[config.mk]
export PLATFORM = sky130hd
export DESIGN_NAME = lane_sensor_frontend
export DESIGN_NICKNAME = d
export VERILOG_FILES = /design/src/rtl/tl_pkg.sv /design/src/rtl/lane_queue_tracker.sv /design/src/rtl/lane_sensor_frontend.sv
export SDC_FILE = /design/constraint.sdc
export NUM_CORES = 1
export LEC_CHECK = 0
export BUFFER_PORTS_ARGS = -buffer_cell sky130_fd_sc_hd__buf_2
export CORE_MARGIN = 2
export CORE_UTILIZATION = 45
export CTS_BUF_LIST = sky130_fd_sc_hd__clkbuf_8
export CTS_CLUSTER_DIAMETER = 30
export CTS_CLUSTER_SIZE = 20
export DETAILED_ROUTE_END_ITERATION = 7
export PLACE_DENSITY = 0.64
export SLEW_MARGIN = 20
export SYNTH_ARGS = -nofsm -noshare
export SYNTH_HDL_FRONTEND = slang
export SYNTH_SLANG_ARGS = --single-unit
[constraint.sdc]
create_clock -name clk -period 2 [get_ports clk]
set_input_delay 0.2 -clock clk [delete_from_list [all_inputs] [get_ports clk]]
set_output_delay 0.2 -clock clk [all_outputs]
set_load 0.1 [all_outputs]
[src/rtl/tl_pkg.sv]
// Shared constants for the lane sensor front-end: lane indices, default sizing
// and the queue-update encoding used by each approach tracker.
package tl_pkg;

  localparam int LANE_XL   = 0;
  localparam int LANE_XR   = 1;
  localparam int LANE_YU   = 2;
  localparam int LANE_YD   = 3;
  localparam int NUM_LANES = 4;

  localparam int DEF_CNT_W      = 4;
  localparam int DEF_DEB_CYCLES = 3;
  localparam int DEF_JAM_THRESH = 8;
  localparam int DEF_JAM_HYST   = 2;

  // Bit order matches {arr_ev, dep_ev}
  typedef enum logic [1:0] {
    UPD_HOLD = 2'b00,
    UPD_DEP  = 2'b01,
    UPD_ARR  = 2'b10,
    UPD_BOTH = 2'b11
  } upd_e;

endpackage

[src/rtl/lane_queue_tracker.sv]
// One approach: synchronise and debounce the entry and stop-line loops, count the queue.
// Jam flag hysteresis is enabled by defining TL_JAM_HYST_EN.
module lane_queue_tracker
  import tl_pkg::*;
#(
  parameter int DEB_CYCLES = DEF_DEB_CYCLES,
  parameter int CNT_W      = DEF_CNT_W,
  parameter int JAM_THRESH = DEF_JAM_THRESH
`ifdef TL_JAM_HYST_EN
  ,
  parameter int JAM_HYST   = DEF_JAM_HYST
`endif
) (
  input  logic             clk,
  input  logic             reset,
  input  logic             arr_raw,
  input  logic             dep_raw,
  output logic             s1,
  output logic             s2,
  output logic [CNT_W-1:0] count,
  output logic             sat_err
);

  localparam int DCW = (DEB_CYCLES > 1) ? $clog2(DEB_CYCLES) : 1;
  localparam logic [DCW-1:0]   DEB_LAST = DCW'(DEB_CYCLES - 1);
  localparam logic [DCW-1:0]   DEB_ZERO = {DCW{1'b0}};
  localparam logic [CNT_W-1:0] CNT_MAX  = {CNT_W{1'b1}};
  localparam logic [CNT_W-1:0] CNT_ZERO = {CNT_W{1'b0}};
  localparam logic [CNT_W-1:0] THRESH_V = CNT_W'(JAM_THRESH);
`ifdef TL_JAM_HYST_EN
  localparam logic [CNT_W-1:0] LOW_V    = CNT_W'(JAM_THRESH - JAM_HYST);
`endif

  // Index 0 is the entry loop, index 1 the stop-line loop
  logic [1:0]     raw_s;
  logic [1:0]     meta_r;
  logic [1:0]     sync_r;
  logic [1:0]     deb_r;
  logic [1:0]     deb_d_r;
  logic [DCW-1:0] deb_cnt_r [2];
  logic           arr_ev_s;
  logic           dep_ev_s;
  logic [CNT_W-1:0] count_r;
  logic           sat_r;
  logic           s1_r;
  logic           s2_r;

  assign raw_s = {dep_raw, arr_raw};

  // Two-flop synchronisers, debounce counters and the delayed level for edge detect
  always_ff @(posedge clk) begin
    if (reset) begin
      meta_r  <= 2'b00;
      sync_r  <= 2'b00;
      deb_r   <= 2'b00;
      deb_d_r <= 2'b00;
      for (int i = 0; i < 2; i++) begin
        deb_cnt_r[i] <= DEB_ZERO;
      end
    end else begin
      meta_r  <= raw_s;
      sync_r  <= meta_r;
      deb_d_r <= deb_r;
      for (int i = 0; i < 2; i++) begin
        if (sync_r[i] != deb_r[i]) begin
          if (deb_cnt_r[i] == DEB_LAST) begin
            deb_r[i]     <= sync_r[i];
            deb_cnt_r[i] <= DEB_ZERO;
          end else begin
            deb_cnt_r[i] <= deb_cnt_r[i] + DCW'(1);
          end
        end else begin
          deb_cnt_r[i] <= DEB_ZERO;
        end
      end
    end
  end

  assign arr_ev_s = deb_r[0] & ~deb_d_r[0];
  assign dep_ev_s = deb_r[1] & ~deb_d_r[1];

  // Saturating queue counter; a blocked step is latched in the sticky error
  always_ff @(posedge clk) begin
    if (reset) begin
      count_r <= CNT_ZERO;
      sat_r   <= 1'b0;
    end else begin
      case (upd_e'({arr_ev_s, dep_ev_s}))
        UPD_ARR: begin
          if (count_r == CNT_MAX) begin
            sat_r <= 1'b1;
          end else begin
            count_r <= count_r + CNT_W'(1);
          end
        end
        UPD_DEP: begin
          if (count_r == CNT_ZERO) begin
            sat_r <= 1'b1;
          end else begin
            count_r <= count_r - CNT_W'(1);
          end
        end
        default: begin
          count_r <= count_r;
        end
      endcase
    end
  end

  // Presence and jam flags follow the counter by one cycle
  always_ff @(posedge clk) begin
    if (reset) begin
      s1_r <= 1'b0;
      s2_r <= 1'b0;
    end else begin
      s1_r <= (count_r != CNT_ZERO);
`ifdef TL_JAM_HYST_EN
      if (count_r >= THRESH_V) begin
        s2_r <= 1'b1;
      end else if (count_r < LOW_V) begin
        s2_r <= 1'b0;
      end else begin
        s2_r <= s2_r;
      end
`else
      s2_r <= (count_r >= THRESH_V);
`endif
    end
  end

  assign s1      = s1_r;
  assign s2      = s2_r;
  assign count   = count_r;
  assign sat_err = sat_r;

endmodule

[src/rtl/lane_sensor_frontend.sv]
// Four-approach loop sensor front-end feeding the intersection controller.
// Define TL_JAM_HYST_EN to add hysteresis to the s2_* jam flags.
module lane_sensor_frontend
  import tl_pkg::*;
#(
  parameter int DEB_CYCLES = DEF_DEB_CYCLES,
  parameter int CNT_W      = DEF_CNT_W,
  parameter int JAM_THRESH = DEF_JAM_THRESH
`ifdef TL_JAM_HYST_EN
  ,
  parameter int JAM_HYST   = DEF_JAM_HYST
`endif
) (
  input  logic                       clk,
  input  logic                       reset,
  input  logic [NUM_LANES-1:0]       arr_raw,
  input  logic [NUM_LANES-1:0]       dep_raw,
  output logic                       s1_xL,
  output logic                       s1_xR,
  output logic                       s1_yU,
  output logic                       s1_yD,
  output logic                       s2_xL,
  output logic                       s2_xR,
  output logic                       s2_yU,
  output logic                       s2_yD,
  output logic [NUM_LANES*CNT_W-1:0] q_count,
  output logic [NUM_LANES-1:0]       sat_err
);

  logic [NUM_LANES-1:0] s1_s;
  logic [NUM_LANES-1:0] s2_s;

  for (genvar g = 0; g < NUM_LANES; g++) begin : g_lane
    lane_queue_tracker #(
      .DEB_CYCLES (DEB_CYCLES),
      .CNT_W      (CNT_W),
      .JAM_THRESH (JAM_THRESH)
`ifdef TL_JAM_HYST_EN
      ,
      .JAM_HYST   (JAM_HYST)
`endif
    ) u_lane (
      .clk     (clk),
      .reset   (reset),
      .arr_raw (arr_raw[g]),
      .dep_raw (dep_raw[g]),
      .s1      (s1_s[g]),
      .s2      (s2_s[g]),
      .count   (q_count[g*CNT_W +: CNT_W]),
      .sat_err (sat_err[g])
    );
  end

  assign s1_xL = s1_s[LANE_XL];
  assign s1_xR = s1_s[LANE_XR];
  assign s1_yU = s1_s[LANE_YU];
  assign s1_yD = s1_s[LANE_YD];
  assign s2_xL = s2_s[LANE_XL];
  assign s2_xR = s2_s[LANE_XR];
  assign s2_yU = s2_s[LANE_YU];
  assign s2_yD = s2_s[LANE_YD];

endmodule

==> results of run 1 <==
Yosys cell counts:
cell,count
dfxtp_1,60
nor2_1,51
nor2b_1,32
inv_1,25
ha_1,24
edfxtp_1,16
xnor2_1,16
a21oi_1,12
mux2i_1,12
nand2b_1,12
or3_1,8
clkbuf_1,6
buf_2,5
a221oi_4,4
buf_4,4
nand3b_1,4
xor2_1,4
nor3_1,3
nor4_2,3
o221a_2,3
a211oi_1,2
a31o_1,2
a31o_2,2
and3b_1,2
and4_4,2
mux2_1,2
mux2_4,2
nand3_1,2
o21ai_0,2
o21ai_1,2
o31ai_2,2
or3b_1,2
and4_1,1
and4_2,1
buf_6,1
conb_1,1
nand4_1,1
nor3b_1,1
nor4_4,1
or2b_1,1
state kept, by name, summed over array words and instances (netlist names):
name	flops
g_lane.u_lane.deb_d_r	8
g_lane.u_lane.s1	4
g_lane.u_lane.sat_err	4
g_lane.u_lane.count	16
g_lane.u_lane.meta_r	8
g_lane.u_lane.sync_r	8
g_lane.u_lane.deb_r	8
g_lane.u_lane.s2	4
g_lane.u_lane.deb_cnt_r	16
per-stage QoR:
step	util [%]	setup WS, ns	std cells	hold slack [ns]	instance area [µm²]
after floorplan	-	-0.03213	351	0.3282	3613
final	54.30	0.1720	503	0.06179	4174
after detailed placement	51.35	0.1045	487	0.4144	3948
after global routing	54.30	0.002710	503	0.04756	4174
after CTS	54.17	0.08206	503	0.03930	4164
after global placement	51.35	0.1527	487	0.4143	3948
worst reg2reg max path: stages (launching register included):
cell	delay (ns)
dfxtp_1	0.38
nor2b_1	0.24
ha_1	0.23
buf_4	0.16
o21ai_0	0.09
and3b_1	0.18
o21ai_1	0.13
mux2_1	0.32
power by group:
group | switching, mW | internal [mW]
clock network | 0.537 | 0.727
registers | 0.0268 | 1.61
logic | 0.160 | 0.0895
cell usage in the layout, fill, tap and decap left out, types with 15 or more instances in the layout:
master,synthesis,final
xnor2_1,16,16
inv_1,25,27
dfxtp_2,0,15
ha_1,24,23
buf_2,5,37
nor2b_1,32,29
dfxtp_1,60,45
conb_1,1,16
edfxtp_1,16,16
nor2_1,51,51
worst min-delay path by stage:
stage | end | slack, ns | cells past startpoint | startpoint
global route | g_lane[1].u_lane.meta_r[1]$_SDFF_PP0_ | 0.05 | 2 | dep_raw[1]
finish | g_lane[2].u_lane.meta_r[1]$_SDFF_PP0_ | 0.06 | 2 | dep_raw[2]
floorplan | g_lane[0].u_lane.meta_r[0]$_SDFF_PP0_ | 0.33 | 1 | arr_raw[0]
global placement | g_lane[0].u_lane.meta_r[1]$_SDFF_PP0_ | 0.41 | 2 | dep_raw[0]
CTS | g_lane[0].u_lane.meta_r[1]$_SDFF_PP0_ | 0.04 | 2 | dep_raw[0]
detailed placement | g_lane[3].u_lane.meta_r[0]$_SDFF_PP0_ | 0.41 | 2 | arr_raw[3]
logic make-up after synthesis:
kind of cell / count (synthesis)
adder cells (fa/ha/maj): 24
AND/OR/NAND/NOR: 127
multiplexers: 16
flip-flops: 76
other: 1
buffers and inverters: 41
XOR/XNOR: 20
AO/OA/AOI/OAI: 31
area by class of cell:
type	instances	area [µm²]	share of cell area (%)
clock buffer	10	137.6	3.297
clock inverter	6	78.83	1.888
inverter	25	93.84	2.248
multi-input combinational	234	1740	41.70
sequential	76	1700	40.74
tap	102	127.6	3.058
timing repair buffer	50	295.3	7.074
layer usage:
layer,up-vias,track usage [%]
li1,1225,-
met1,1049,18.27
met2,29,21.41
met3,6,4.719
met4,0,6.618
met5,-,0
==> out/metrics.cfg, run 1 <==
[outcome]
outcome=finished, final reports clean

[power_and_ir_drop]
vdd_ir_drop_max_mv=0.3255
power_density_nw_per_um2=754.0
p_leak_nw=1.843
power_mw=3.147

[logic_synthesis]
yosys.area_share.simple_pct=20.58
synth_seq_cells=76
synth_top_area_share_pct=33.95
synth_top_family_by_area=simple AND/OR/NAND/NOR gates
synth_area_leaders=dfxtp_1 (34%), edfxtp_1 (14%), ha_1 (8.5%)
synthCells=336
synthAdderAreaFrac_pct=8.487
synthMuxAreaShare_pct=4.880
synth_top_area_cell=dfxtp_1
synth-compound-area-share_pct=8.310
syn_avg_cell_area_um2=10.53
synthDistinctLibCells=40
seq_area_frac_synth_pct=47.52
netlist_area_um2=3538
synthXorXnorAreaFrac_pct=4.950
synth-warning-count=0

[routing]
met3_wirelength_um=241
drc=0
viasPerCell=4.590
vias=2309
final_antenna_net_count=0
top_layer_used=met4
routed_wl_um=5254
wl_met1_um=2582
wl_met2_um=2331
drtPass1Iterations=4
wl_per_cell_um=10.45
drtIter0Drc=79

[clocking]
cts_max_level=3
hold_buffers=0
cts_root_buf=clkbuf_8
cts_tree=done
clkLatencyLatePin_ns=0.34
post_cts_buffers=0
cts_resized=0
path_clk_slew_ns=0.08
clk_path_buf_depth=2
cts_sinks=76
numCtsBuffers=9

[floorplanning]
ioPinCount=38
core_region_area_um2=7687
die_x_um=92.68
die_h_um=92.68
dieArea_um2=8589
floorplan.initialDensity_pct=46.03
rows=32

[timing]
slew_headroom_pct=60.09
finalSetupTns_ns=0
fin_crit_ns=1.828
rsz0062_at_grt=no
tightest_slew_ns=0.5987
finalCritPeriodShare_pct=91.40
hold_violations=0
timing.fmax_mhz=547.0
final_max_slew_viol_count=0
skew_ns=0.007557
setup-violations-final=0

[cells_and_area]
antenna_cells=0
drive_gt1_share_pct=25.69
fin_nets=430
syn_to_final_growth_pct=17.96
num-fill-cells=731

[placed_design]
dp_hpwl_um=3875
portBuffers=37
globalplace.congestion=0.8020

[worst_setup_path]
max_stage_delay_ns=0.38
crit_chain=nor2b_1, ha_1, buf_4, o21ai_0, and3b_1, o21ai_1, mux2_1
arrival_ns=2.06
cp_max_fo=5
crit_type=flop to flop
endpoint=g_lane[0].u_lane.count[3]$_SDFFE_PP0P_
worst_setup_path_start_kind=flop
rr_worst_depth=7
r2r_end=g_lane[0].u_lane.count[3]$_SDFFE_PP0P_
critPathSlowestCell=dfxtp_1
cpLargestDelayFamily=simple AND/OR/NAND/NOR gates
cp_num_cells=7
end_kind=flop
crit_buf_inv=1
reg2reg_slack_ns=0.17
cp.required_ns=2.24
r2r_start=g_lane[0].u_lane.deb_r[1]$_SDFFE_PP0P_
cp-startpoint=g_lane[0].u_lane.deb_r[1]$_SDFFE_PP0P_

[global_routing]
track_usage_pct=14.14
antenna_found_initial=0
grt_pass1_vias=2208
grt_pass1_wl_um=9646
overflow=0
grt_max_degree=33

[flow_run]
drv_cap=0

[min_path]
hold_path.class=primary input to flop

Power figures use the tool's default switching activity.
==> run 2, diff against run 1 <==
ABC_AREA = 1   (was default)
SETUP_SLACK_MARGIN = 0.5   (was default)
==> run 2 against run 1 <==
Effect of this change: non-clock buffer count grew 21; die area grew 1.4%; largest cell class unchanged; fmax grew 18%; cell count grew 29%; core utilization grew 7.2 points.
==> out/metrics.cfg, run 2 <==
[routing]
drtPass1Iterations=4
vias=3029
drc=0
final_antenna_net_count=0
wl_per_cell_um=10.56
routed_wl_um=6844
drtIter0Drc=100
viasPerCell=4.674

[placed_design]
pre_cts_ws_ns=0.1863
dp_hpwl_um=4190
portBuffers=37
globalplace.congestion=0.8511

[clocking]
numCtsBuffers=9
hold_buffers=0
cts_max_level=3
clk_path_buf_depth=2
clkLatencyLatePin_ns=0.34
cts_sinks=76
cts_root_buf=clkbuf_8
cts_tree=done
path_clk_slew_ns=0.08

[global_routing]
met3_usage_pct=4.271
use_met1_pct=18.71
overflow=0
grt_max_degree=51
track_usage_pct=16.50
grt_pass1_vias=2748
antenna_found_initial=0
grt_pass1_wl_um=11350
top_usage_layer=met2
gr-usage-met2_pct=28.78

[worst_setup_path]
worst_setup_path_start_kind=flop
cp.required_ns=2.24
end_kind=flop
reg2reg_slack_ns=0.46
max_stage_delay_ns=0.34
r2r_start=g_lane[0].u_lane.deb_r[0]$_SDFFE_PP0N_
cpLargestDelayFamily=simple AND/OR/NAND/NOR gates
cp_max_fo=4
crit_buf_inv=2
cp-startpoint=g_lane[0].u_lane.deb_r[0]$_SDFFE_PP0N_
crit_chain=inv_2, nor2_4, inv_2, ha_4, nand2_2, nand2_4, ha_4, a21oi_2, xor2_1, nand2_1, nand2_1, nor2_1
arrival_ns=1.78
crit_type=flop to flop
critPathSlowestCell=dfxtp_2

[logic_synthesis]
yosys.area_share.simple_pct=23.38
synthTopCellsByCount=inv_1 (87), nand2_1 (71), nor2_1 (70), dfxtp_1 (60), a21oi_1 (32)
synthCells=455
syn_avg_cell_area_um2=7.892
postSynth.asyncResetShare_pct=0
seq_area_frac_synth_pct=46.83
synth_seq_cells=76
synth_area_leaders=dfxtp_1 (33%), edfxtp_1 (13%), inv_1 (9.1%)
synth-compound-area-share_pct=7.108
netlist_area_um2=3591
synth_top_area_share_pct=33.45
ys.flop_type=dfxtp_1
synthDistinctLibCells=26
synthXorXnorAreaFrac_pct=3.171
yosysMostFrequentCell=inv_1
synth_top_family_by_area=simple AND/OR/NAND/NOR gates
synthAdderAreaFrac_pct=8.362
synth_edf_count=16
synthMuxAreaShare_pct=0
synth-warning-count=0
synth_top_area_cell=dfxtp_1

[floorplanning]
dieArea_um2=8710
core_region_area_um2=7727
floorplan.initialDensity_pct=46.47
ioPinCount=38
rows=32
die_h_um=93.33
die_x_um=93.33

[timing]
skew_ns=0.005686
final_max_slew_viol_count=0
finalSetupTns_ns=0
setup-violations-final=0
tightest_slew_ns=0.5855
hold_violations=0
rsz0062_at_grt=yes
fin_crit_ns=1.543
finalCritPeriodShare_pct=77.16
timing.fmax_mhz=648.0
setup_ws_ns=0.4568
slew_headroom_pct=60.72

[power_and_ir_drop]
vdd_ir_drop_max_mv=0.4341
power_density_nw_per_um2=815.7
p_leak_nw=2.184

[min_path]
hold_path.class=primary input to flop
hp-start=dep_raw[1]

[cells_and_area]
final_util_pct=61.54
antenna_cells=0
fin_nets=575
drive_gt1_share_pct=35.53
final_common_cell=inv_1
final_cell_mix=inv_1 (70), nor2_1 (59), nand2_1 (57), buf_2 (37), dfxtp_1 (36)
num-fill-cells=661
syn_to_final_growth_pct=32.44

[flow_run]
drv_cap=0

[outcome]
outcome=finished, final reports clean

## run 2: path summary, 6_finish.rpt
path | cells past startpoint | endpoint
setup reg to reg | 12 | g_lane[0].u_lane.count[2]$_SDFFE_PP0P_
hold reg to reg | 2 | g_lane[0].u_lane.sync_r[0]$_SDFF_PP0_
hold / removal | 3 | g_lane[1].u_lane.meta_r[1]$_SDFF_PP0_
setup / recovery | 12 | g_lane[0].u_lane.count[2]$_SDFFE_PP0P_
## run 2: layer usage
layer / up-vias / share of wire, % / wire length (µm)
met5: - / 0 / 0
met4: 0 / 0.98 / 67
met3: 7 / 4.0 / 271
met2: 50 / 51 / 3478
met1: 1399 / 44 / 3027
li1: 1573 / - / -
## run 2: per-stage QoR
| stage | power, mW | cell area (µm²) | instances | hold WS, ns |
|---|---|---|---|---|
| floorplan | 2.399 | 3742 | 470 | 0.3070 |
| global placement | 2.499 | 4000 | 599 | 0.3899 |
| detailed placement | 2.510 | 4000 | 599 | 0.3923 |
| CTS | 3.857 | 4533 | 643 | 0.03992 |
| global route | 4.075 | 4756 | 648 | 0.04215 |
| finish | 3.879 | 4756 | 648 | 0.04934 |
## run 2: cell type report
type | count | area [µm²] | share of cell area (%)
clock buffers | 10 | 137.6 | 2.894
multi-input cells | 294 | 1906 | 40.07
repair buffers | 71 | 447.9 | 9.419
flip-flops and latches | 76 | 1719 | 36.15
clock inverters | 6 | 81.33 | 1.710
well taps | 102 | 127.6 | 2.683
inverters | 89 | 336.6 | 7.077
## run 2: report_power, final
group	switching [mW]	total [mW]	internal (mW)
combinational	0.626	0.864	0.237
sequential	0.0752	1.74	1.66
clock	0.552	1.28	0.728
## run 2: what timing repair did
action	CTS	global route
resized for setup	40	46
setup endpoints to repair	15	17
buffers inserted	28	5
pin swaps	26	35
## run 2: cells by family (layout without fill, tap and decap cells)
group                    Yosys count  in the layout
AO/OA/AOI/OAI                     48             48
XOR/XNOR                          13             13
adder cells (fa/ha/maj)           24             24
buffers and inverters            100            176
flip-flops                        76             76
other                              1             16
AND/OR/NAND/NOR                  193            193
## run 2: worst reg2reg max path: cells and delay by family (launching register included)
family | cells | cell delay [ns]
compound gates | 1 | 0.11
xor+xnor | 1 | 0.15
fa+ha+maj | 2 | 0.32
buf+inv | 2 | 0.10
flops | 1 | 0.34
simple gates | 6 | 0.41
